File: config.mk
export PLATFORM = sky130hd
export DESIGN_NAME = adc_dma_framer
export DESIGN_NICKNAME = d
export VERILOG_FILES = /design/src/rtl/adc_dma_framer.sv
export SDC_FILE = /design/constraint.sdc
export NUM_CORES = 1
export LEC_CHECK = 0
export ABC_AREA = 0
export CORE_UTILIZATION = 48
export CTS_BUF_LIST = sky130_fd_sc_hd__clkbuf_16
export DETAILED_ROUTE_END_ITERATION = 7
export PLACE_DENSITY_LB_ADDON = 0.3
export SLEW_MARGIN = 10
export SYNTH_ARGS = -nofsm -noshare
export SYNTH_HDL_FRONTEND = slang
export SYNTH_SLANG_ARGS = --single-unit
File: constraint.sdc
create_clock -name clk -period 2.2 [get_ports clk]
set_input_delay 0.44 -clock clk [delete_from_list [all_inputs] [get_ports clk]]
set_output_delay 0.44 -clock clk [all_outputs]
set_load 0.02 [all_outputs]
File: src/rtl/adc_dma_framer.sv
// rtl/adc_dma_framer.sv - frames a continuous ADC readout stream into header/payload/XOR-tail DMA packets
module adc_dma_framer #(
  parameter int DATA_W = 32,
  parameter int LEN_W  = 16
) (
  input  logic              clk,
  input  logic              rst,
  input  logic              enable,
  input  logic [LEN_W-1:0]  frame_len,
  input  logic [DATA_W-1:0] s_axis_tdata,
  input  logic              s_axis_tvalid,
  output logic              s_axis_tready,
  output logic [DATA_W-1:0] m_axis_tdata,
  output logic              m_axis_tvalid,
  input  logic              m_axis_tready,
  output logic              m_axis_tlast,
  output logic [15:0]       frame_seq,
  output logic              busy
);

  typedef enum logic [1:0] {IDLE, PAYLOAD, TAIL, WAIT_LAST} state_t;

  state_t            state;
  logic [LEN_W-1:0]  len;
  logic [LEN_W-1:0]  word_cnt;
  logic [DATA_W-1:0] csum;
  logic [DATA_W-1:0] header;
  logic              out_free;
  logic              out_hs;

  assign out_free      = !m_axis_tvalid || m_axis_tready;
  assign out_hs        = m_axis_tvalid && m_axis_tready;
  assign s_axis_tready = (state == PAYLOAD) && out_free;
  assign busy          = (state != IDLE);

  always_comb begin
    header       = '0;
    header[31:0] = {8'hA5, 8'h00, frame_seq};
  end

  always_ff @(posedge clk or negedge rst) begin
    if (!rst) begin
      state         <= IDLE;
      m_axis_tdata  <= '0;
      m_axis_tvalid <= 1'b0;
      m_axis_tlast  <= 1'b0;
      frame_seq     <= '0;
      len           <= '0;
      word_cnt      <= '0;
      csum          <= '0;
    end else begin
      // A completed handshake frees the register; a load below in the same cycle overrides this.
      if (out_hs) begin
        m_axis_tvalid <= 1'b0;
        m_axis_tlast  <= 1'b0;
      end
      case (state)
        IDLE: begin
          // Only start when a payload word is already waiting, so no empty frames are emitted.
          if (enable && s_axis_tvalid && out_free) begin
            m_axis_tdata  <= header;
            m_axis_tvalid <= 1'b1;
            m_axis_tlast  <= 1'b0;
            len           <= (frame_len == '0) ? LEN_W'(1) : frame_len;
            word_cnt      <= '0;
            csum          <= '0;
            state         <= PAYLOAD;
          end
        end
        PAYLOAD: begin
          if (s_axis_tvalid && s_axis_tready) begin
            m_axis_tdata  <= s_axis_tdata;
            m_axis_tvalid <= 1'b1;
            m_axis_tlast  <= 1'b0;
            csum          <= csum ^ s_axis_tdata;
            word_cnt      <= word_cnt + LEN_W'(1);
            if (word_cnt + LEN_W'(1) == len) begin
              state <= TAIL;
            end
          end
        end
        TAIL: begin
          if (out_free) begin
            m_axis_tdata  <= csum;
            m_axis_tvalid <= 1'b1;
            m_axis_tlast  <= 1'b1;
            state         <= WAIT_LAST;
          end
        end
        WAIT_LAST: begin
          if (out_hs && m_axis_tlast) begin
            frame_seq <= frame_seq + 16'd1;
            state     <= IDLE;
          end
        end
        default: state <= IDLE;
      endcase
    end
  end

endmodule

== Yosys cells after proc, flatten, opt, wreduce, memory -nomap -nowiden ==
Index checks and enable logic that the tools add are counted.

* Muxes and demuxes: 27
* $add $sub $neg: 2
* Reductions and logical operators: 18
* Bitwise gates (word level): 1
* Eq/ne operators: 9

{| class="wikitable"
|+ Operator list
! cell !! count
|-
| $mux W32 || 5
|-
| $pmux W32 S3 || 1
|-
| $pmux W32 S2 || 1
|-
| $mux W16 || 3
|-
| $add A16 B1 Y16 const B || 2
|-
| $pmux W16 S2 || 1
|-
| $xor A32 B32 Y32 || 1
|-
| $eq A16 B16 Y1 || 1
|-
| $logic_not A16 Y1 || 1
|-
| $mux W2 || 5
|-
| $mux W1 || 8
|-
| $pmux W2 S4 || 1
|-
| $logic_and A1 B1 Y1 || 6
|-
| $ne A2 B2 Y1 const B || 3
|-
| $pmux W1 S3 || 2
|-
| $reduce_and A5 Y1 || 1
|-
| $eq A2 B2 Y1 const B || 2
|-
| $ne A2 B1 Y1 const B || 2
|-
| $reduce_and A2 Y1 || 2
|-
| $reduce_and A4 Y1 || 1
|-
| $reduce_bool A2 Y1 || 2
|-
| $reduce_and A3 Y1 || 1
|-
| $reduce_bool A3 Y1 || 1
|-
| $eq A2 B1 Y1 const B || 1
|-
| 3 further kinds || 3
|}

* Word-level logic and storage cells: 65
* Output and inout bits: 52
* Bits of input ports: 53
* Flip-flop bits (word level): 116

== Longest topological paths before layout ==
* Depth in word-level cells: 6
* Gate-level depth with buffers: 10
* Depth with buffers taken out: 9

== Least setup slack after synthesis ==
Ideal clock, no wire load.

* Path kind: reg2reg
* Start point: register state[0]
* End point: register state[1]
* Slack: -0.194 ns
* Cell stages (with the launch flop): 11
* Data required time: 2.072 ns
* Path buffers: 1
* Arrival time: 2.267 ns
* Library setup time: 0.128 ns
* Clock period less this slack: 2.394 ns
* Path through: dfrtp_1 inv_1 ha_1 clkbuf_1 and3b_1 o2bb2ai_1 o2111ai_1 nor4_2 nand4b_1 o31ai_2 mux2_1

* Longest elaborated chain between the ends: 5
* Elaborated cells between the ends (all ways): 13
* Classes of those cells: eq/ne (8); mux (1); reduce/logical (4)

{| class="wikitable"
|+ Ends and longest elaborated chain
! item !! RTL line !! text
|-
| start: declaration || 23 || <nowiki>state_t state;</nowiki>
|-
| start signal: assignment || 43 || <nowiki>state <= IDLE;</nowiki>
|-
| start signal: assignment || 67 || <nowiki>state <= PAYLOAD;</nowiki>
|-
| start signal: assignment || 78 || <nowiki>state <= TAIL;</nowiki>
|-
| $eq A2 B1 Y1 || 33, 57 ||
|-
| $logic_and A1 B1 Y1 || 33 || <nowiki>assign s_axis_tready = (state == PAYLOAD) && out_free;</nowiki>
|-
| $logic_and A1 B1 Y1 || 71 || <nowiki>if (s_axis_tvalid && s_axis_tready) begin</nowiki>
|-
| $ne A2 B1 Y1 (no line) || n/a ||
|-
| $reduce_and A5 Y1 (no line) || n/a ||
|}

Several ways; a longest one is shown, not always the timed one.
A chain may end at the register's enable or synchronous reset.

== Worst setup path after layout ==
* Start point: register word_cnt[11]
* End point: register state[1]

* Longest elaborated chain between the ends: 4

{| class="wikitable"
|+ Ends and longest elaborated chain
! item !! RTL line !! text
|-
| start: declaration || 25 || <nowiki>logic [LEN_W-1:0] word_cnt;</nowiki>
|-
| start signal: assignment || 76 || <nowiki>word_cnt <= word_cnt + LEN_W'(1);</nowiki>
|-
| $add A16 B1 Y16 || 77 || <nowiki>if (word_cnt + LEN_W'(1) == len) begin</nowiki>
|-
| $eq A16 B16 Y1 || 77 ||
|-
| $ne A2 B1 Y1 (no line) || n/a ||
|-
| $reduce_and A5 Y1 (no line) || n/a ||
|-
| end signal: assignment || 78 ||
|-
| end signal: assignment || 87 || <nowiki>state <= WAIT_LAST;</nowiki>
|-
| end signal: assignment || 93 || <nowiki>state <= IDLE;</nowiki>
|}

No other way between the ends.

==> summary.txt <==
Synthesis
  • Primary FF master, synth: dfrtp_1
  • Mean area per synthesized cell: between 9 and 10 sq um
  • Cell area after synthesis: 5920 sq um
  • Synth Net Count: roughly 680
  • Syn Inst Count: 620
  • Flops & latches, synth: 116
  • Netlist cell types: 52
  • Synth area leaders: dfrtp_1, nand2_1, xor2_1
  • EDFF count, synth: 0
  • Area leader, netlist: dfrtp_1
  • Simple-gate area share of the yosys netlist: 0.177
  • FFs w/ async S/R, synth: 1.00
  • Ys Warns: 0
  • Main combinational cell family by area after synthesis: simple AND/OR/NAND/NOR gates
  • Synth Area in Adders: 0.0127
  • Xor and xnor area share after synthesis: 0.0977
  • Top-count cell post-synth: dfrtp_1
  • Post-synthesis compound-gate area fraction: 0.155
  • Sequential area share after synthesis: 0.491
  • Synth cell count leaders: dfrtp_1, nand2_1, o21ai_0
  • Post-synthesis mux area share: 0.0360
  • Synth top area share: 0.491

Clock tree
  • Root Driver: clkbuf_16
  • TritonCTS clock tree: done
  • Clock Tree Buf Depth: 2
  • Htree depth: 4
  • Clock transition at the registers of the reported paths: approximately 0.05 ns
  • Cts bufs inserted: 17
  • Num Clock Sinks: roughly 120
  • Worst-Skew Late Latency: roughly 0.42 ns

Power and ir drop
  • LEAKAGE: about 3.6 nW
  • Peak supply drop: 0.785 mV
  • PD cells: between 1000 and 1500 nW/um^2
  • Power Total: around 11 mW

Final layout
  • Layout Cells excl Fill: ~930
  • Share of cells above drive strength 1: 0.161
  • Fillers: slightly above 900
  • Final nets: 825
  • Area growth, synth to finish: 36.9%
  • Diodes inserted: 0

Floorplanning
  • Die width: about 110 microns
  • Die Y: approximately 110 microns
  • Initial core utilization: 0.493
  • Io pins: 105
  • Cell row count: 40
  • Core box area: 12000 sq um
  • Die area: around 13000 sq um

Placed design
  • # port buffers: 104
  • Final weighted congestion in routability-driven placement: 0.869
  • Dpl hpwl: about 10000 microns
  • Placed Cells: 888

STA
  • Slew Limit Fails: 0
  • Final Hold Vio Count: 0
  • Final setup fails: 1
  • Slew @ Worst Pin: between 0.4 and 0.5 ns
  • Worst setup margin: -0.0131 ns
  • Crit path time final: about 2.2 ns
  • Fin crit share: 1.01
  • Slew headroom: 0.672
  • RSZ-0062 raised after global routing: true
  • Achievable clock frequency: between 0.4 and 0.5 GHz
  • Worst Skew: just under 0.005 ns

Worst setup path
  • Worst-path maximum fanout: 4
  • CP Capture Point: state[1]
  • Worst R2R Setup Slack: -0.01 ns
  • Reg2Reg Depth: 7
  • Slowest stage delay, CP: about 0.40 ns
  • Reg2reg start: word_cnt[11]
  • Reg2reg end: state[1]
  • Start point of the critical path: word_cnt[11]
  • Crit-path slowest cell: dfrtp_1
  • Setup CP Type: reg -> reg
  • Worst path cell trace: nand4_1 -> nor4_4 -> xnor2_1 -> nor4_2 -> nand4b_1 -> o31ai_2 -> mux2_1
  • Type of origin of the critical path: flop
  • Data required, critical path: around 2.5 ns
  • Worst Path Arrival: about 2.5 ns
  • CP endpoint kind: flop

Route
  • WL per Instance: 15.9 microns
  • Routed WL: 14800 microns
  • DRC: 0
  • Vias per cell: 5.52
  • Pre-antenna DRT Iters: 5
  • Final ANT Viol Nets: 0
  • Number of DRC markers in iteration 0: 390
  • Via Count: 5107

Outcome
  • Violated checks: setup timing
  • Status: finished with violations

Global route
  • Vias in the first global route: 5247
  • Largest net degree at the start of global routing: 49
  • GR Util All Layers: 0.251
  • Antenna violations before repair: 0
  • First-pass GRT wire length: ~25000 microns
  • Grt total ovfl: 0

Flow run
  • Max-Cap Viols: 0

Min path
  • Min-Delay Path Class: reg -> reg
metal layers:
layer	GRT usage	vias to the layer above	wire (microns)
li1	-	2441	-
met1	0.325	2497	6750
met4	0.111	0	318
met2	0.410	143	7070
met5	0	-	0
met3	0.0503	26	611
critical path, delay by kind of cell (launching register included):
kind	cells	cell delay, ns
AO/OA/AOI/OAI	1	0.24
XOR/XNOR	1	0.13
flip-flops	1	0.40
multiplexers	1	0.34
AND/OR/NAND/NOR	4	0.98
area by class of cell:
| cell class | count | area (sq um) | area share |
|---|---|---|---|
| clock buffers | 17 | 425 | 0.0525 |
| clock inverters | 14 | 109 | 0.0134 |
| inverters | 9 | 33.8 | 0.00417 |
| multi-input cells | 457 | 2890 | 0.357 |
| flip-flops and latches | 116 | 2910 | 0.359 |
| well taps | 147 | 184 | 0.0227 |
| repair buffers | 165 | 1550 | 0.191 |
stage by stage:
| step | utilization | area, sq um | hold WS (ns) | setup WS (ns) | TNS [ns] |
|---|---|---|---|---|---|
| after global placement | 0.623 | 7480 | 0.386 | -0.280 | -1.57 |
| final | 0.674 | 8100 | 0.473 | -0.0131 | -0.0131 |
| after detailed placement | 0.623 | 7480 | 0.382 | -0.377 | -7.72 |
| after global routing | 0.674 | 8100 | 0.504 | -0.205 | -0.398 |
| after CTS | 0.672 | 8080 | 0.476 | 0.00202 | 0 |
| after floorplan | - | 5950 | 0.144 | 0.00547 | 0 |
kinds of logic (layout without fill, tap and decap cells):
| kind of cell | after synthesis | in the layout |
|---|---|---|
| and+or+nand+nor | 222 | 222 |
| xor gates and xnor gates | 66 | 66 |
| DFF | 116 | 116 |
| AOI/OAI and AO/OA | 144 | 144 |
| adders and majority gates | 6 | 6 |
| buffers and inverters | 47 | 205 |
| muxes | 19 | 19 |
registers in the layout (all words and copies together) (netlist names):
register	count
csum	32
m_axis_tvalid	1
state	2
word_cnt	16
m_axis_tlast	1
m_axis_tdata	32
frame_seq	16
len	16
worst min-delay path by stage:
| stage | from | to | slack, ns | depth (start not counted) |
|---|---|---|---|---|
| 2_1_floorplan | rst | csum[0] | 0.14 | 0 |
| 3_5_place_dp | rst | m_axis_tdata[23] | 0.38 | 1 |
| 5_1_grt | m_axis_tdata[7] | m_axis_tdata[7] | 0.50 | 2 |
| 6_report | m_axis_tdata[31] | m_axis_tdata[31] | 0.47 | 1 |
| 4_1_cts | m_axis_tdata[31] | m_axis_tdata[31] | 0.48 | 1 |
| 3_3_place_gp | rst | csum[28] | 0.39 | 1 |
where the power goes:
part / total [mW] / switching (mW) / leakage [nW] / internal [mW]
Clock: 2.52 / 0.914 / 0.290 / 1.61
Combinational: 4.85 / 2.68 / 1.80 / 2.16
Sequential: 3.49 / 0.573 / 1.48 / 2.92
layout by cell type, fill, tap and decap left out, types with 13 or more instances in the layout:
master,Yosys,layout
nand2_1,108,106
xor2_1,42,42
dfrtp_1,116,112
buf_4,1,56
o21ai_0,66,65
nor2_1,45,44
clkdlybuf4s50_1,0,101
a22oi_1,20,20
nand3_1,14,13
clkbuf_16,0,17
mux2_2,17,17
xnor2_1,24,24
inv_1,9,15
repair_timing:
item,in CTS,in global routing
setup buffers,3,2
pin swaps,7,1
hold buffers,1,0
setup endpoints to repair,4,9
hold endpoints to repair,24,0
resized for setup,8,8
Power figures use the tool's default switching activity.
